[config.mk]
export PLATFORM = sky130hd
export DESIGN_NAME = demux_1to4
export DESIGN_NICKNAME = d
export VERILOG_FILES = /design/src/rtl/demux_pkg.sv /design/src/rtl/demux_1to4_dec.sv /design/src/rtl/demux_1to4.sv
export SDC_FILE = /design/constraint.sdc
export NUM_CORES = 1
export LEC_CHECK = 0
export ABC_AREA = 1
export CORE_AREA = 4 4 41 43
export CTS_CLUSTER_SIZE = 20
export DETAILED_ROUTE_END_ITERATION = 10
export DIE_AREA = 0 0 45 47
export PLACE_DENSITY = 0.45
export SLEW_MARGIN = 20
export SYNTH_ARGS = -nofsm -noshare
export SYNTH_HDL_FRONTEND = slang
export SYNTH_SLANG_ARGS = --single-unit
export TNS_END_PERCENT = 20
[constraint.sdc]
create_clock -name clk -period 0.8 [get_ports clk]
set_input_delay 0.08 -clock clk [delete_from_list [all_inputs] [get_ports clk]]
set_output_delay 0.08 -clock clk [all_outputs]
set_load 0.005 [all_outputs]
[src/rtl/demux_pkg.sv]
// demux_pkg: shared lane-count, select and lane-mask types for the 1-to-4 demux
package demux_pkg;
  localparam int N_LANES = 4;
  localparam int SEL_W = 2;
  typedef logic [SEL_W-1:0] sel_t;
  typedef logic [N_LANES-1:0] lane_mask_t;
endpackage

[src/rtl/demux_1to4_dec.sv]
// demux_1to4_dec: combinational decode of a lane select into a one-hot lane mask
module demux_1to4_dec
  import demux_pkg::*;
(
  input  sel_t       sel,
  output lane_mask_t mask
);
  assign mask = lane_mask_t'(1) << sel;
endmodule

[src/rtl/demux_1to4.sv]
// demux_1to4: registered 1-to-4 demux with zeroed idle lanes; DEMUX_1TO4_HOLD_EN makes en=0 hold instead of clear
module demux_1to4
  import demux_pkg::*;
#(
  parameter int DATA_W = 1
) (
  input  logic                      clk,
  input  logic                      rst_n,
  input  logic                      en,
  input  logic [DATA_W-1:0]         din,
  input  sel_t                      sel,
  output logic [N_LANES*DATA_W-1:0] dout,
  output lane_mask_t                lane_vld
);
  lane_mask_t mask;
  logic [N_LANES*DATA_W-1:0] lanes;
  demux_1to4_dec u_dec (
    .sel  (sel),
    .mask (mask)
  );
  for (genvar k = 0; k < N_LANES; k++) begin : g_lane
    assign lanes[k*DATA_W +: DATA_W] = mask[k] ? din : '0;
  end
  always_ff @(posedge clk) begin
    if (!rst_n) begin
      dout     <= '0;
      lane_vld <= '0;
    end
`ifdef DEMUX_1TO4_HOLD_EN
    else if (en) begin
      dout     <= lanes;
      lane_vld <= mask;
    end
`else
    else begin
      dout     <= en ? lanes : '0;
      lane_vld <= en ? mask : '0;
    end
`endif
  end
endmodule

==> metrics <==
Synth top area share between 60% and 70%; DIE AREA between 0.002 and 0.0025 mm²; GPL Wtd Cong slightly above 0.7; first-pass GRT wire length just under 800 µm; initial antenna violation count 0; number of buffers added on ports 13; critical path, cell by cell buf_2; post-CTS setup buffer count 0; Clk pwr share around two fifths; Final Hold Viols 0; placed insts 54; Total Routing Usage GR a little under 6%; P_sw 0.159 mW; Congestion Overflow GR 0; ANT nets after route 0; Starting DRT DRC Count 7; CTS buffer count 3; Syn Area/Cell 9.00 µm²; unrepaired setup endpoints after global routing no; number of synthesized flops with an enable pin 0; leading area contributor after synthesis dfxtp_1; CTS tree built; Seq pwr share 53.1%; Primary FF master, synth dfxtp_1; Vias/cell 3.67; Max Cap Viol 0; post-route insts no fill between 50 and 60; status complete, no violations; crit path max fanout 1; fmax 1360 MHz; area grow syn2layout 56.1%; core area about 0.0013 mm²; pwr/cell area about 2100 mW/mm²; Worst EP required 720 ps; worst hold path class in -> reg; top post-synthesis cells by area dfxtp_1, inv_1, nor2_1; Num Clock Sinks 8; drt first pass iters 2; WP buf/inv 1; Synth Warn # 0; top cell family by delay on the critical path flip-flops; Syn Inst Count 26; Crit Path Class reg -> out; Final Setup Violations 0; CP peak stage delay just under 300 ps; proportion of power drawn by combinational gates under 10%; Avg WL per Cell around 8 µm; CP endpoint kind primary output; Critical Path AT about 660 ps; top-count cell post-synth dfxtp_1; Static Leak 0.195 nW; largest net degree at the start of global routing 8; sw frac 20.6%; CTS clk-pin slew, worst paths roughly 50 ps; setup TNS 0 ps; worst hold margin about 440 ps; Die W ~45 µm; CP startpoint kind register; Die Y roughly 47 µm; Post-Syn Area 234 µm²; Max-Slew Margin vs Limit approximately 90%; final net count 50; cell internal pwr about 0.61 mW; Final Slew Violations 0; worst vdd ir about 700 µV; Overall Power approximately 0.77 mW; Synth async-reset ratio 0%; vias in the first global route about 190; Distinct cells, synth 6; antenna cell count 0; CTS H-tree lvls 1; FF+latch count, synth 8; clock root cell clkbuf_4; # DRC 0; Slowest-stage cell, CP dfxtp_1; Clock Path Buffers 2; # IOs 14; hold-fix buffers at CTS 0; Initial Utilization 18.0%; final WL 460 µm; Rows 13; PostCTS Resize Cnt 32; Post-synth top cells dfxtp_1, inv_1, nor2_1; sequential fraction of the synthesis area 68.4%; Final min period between 700 and 800 ps; ratio of cells with drive above 1 in the final layout 28.6%; vias 209; Tcrit/Tclk final slightly above 90%; Post-Syn Nets 32; Slew @ Worst Pin 152 ps
## worst paths after layout
| check | depth (start not counted) | slack, ps | start | endpoint |
|---|---|---|---|---|
| max | 1 | 60 | lane_vld[2] | lane_vld[2] |
| min | 3 | 440 | din | dout[0] |
## logic make-up (layout without fill, tap and decap cells)
family        Yosys count  after routing  share of synthesized area (%)
simple gates           13             13                           23.5
flops                   8              8                           68.4
buf+inv                 5             21                           8.02
## registers in the layout, indices dropped and copies added, names as in the netlist
signal    count
dout          4
lane_vld      4
## through the flow
step                cell area, µm²  setup WS [ps]  util [%]
CTS                            365           50.4      28.1
finish                         365           63.6      28.1
floorplan                      234            374         -
global route                   365           20.0      28.1
global placement               383           -105      29.4
detailed placement             383           -145      29.4
## power by group through the flow
stage / registers [mW] / logic (mW) / clock network (mW)
after floorplan: 0.419 / 0.0197 / 0
after global placement: 0.418 / 0.0690 / 0
after detailed placement: 0.418 / 0.0705 / 0
after CTS: 0.409 / 0.0624 / 0.317
after global routing: 0.409 / 0.0699 / 0.342
final: 0.409 / 0.0612 / 0.301
## layout make-up
type                    count  area (µm²)
clock buffers               3        22.5
fillers                   156         936
inverters                   5        18.8
multi-input cells          13        55.1
flip-flops and latches      8         160
well taps                  15        18.8
repair buffers             13        90.1
## cell usage in the layout, fill, tap and decap left out
cell type        count
nor3_1               3
clkbuf_4             3
nand2_1              4
inv_1                5
nand2_2              1
clkdlybuf4s50_1      5
buf_2                8
nor2_1               5
dfxtp_1              8
## routing by layer
layer  vias to the layer above  share of wire, %  GRT usage, %
li1                        108                 -             -
met1                        90                36          5.53
met2                         9                47          7.34
met3                         2                16          3.07
met4                         0              0.87          8.77
met5                         -                 0             0
Note: power is estimated with default switching activity, not from simulation.
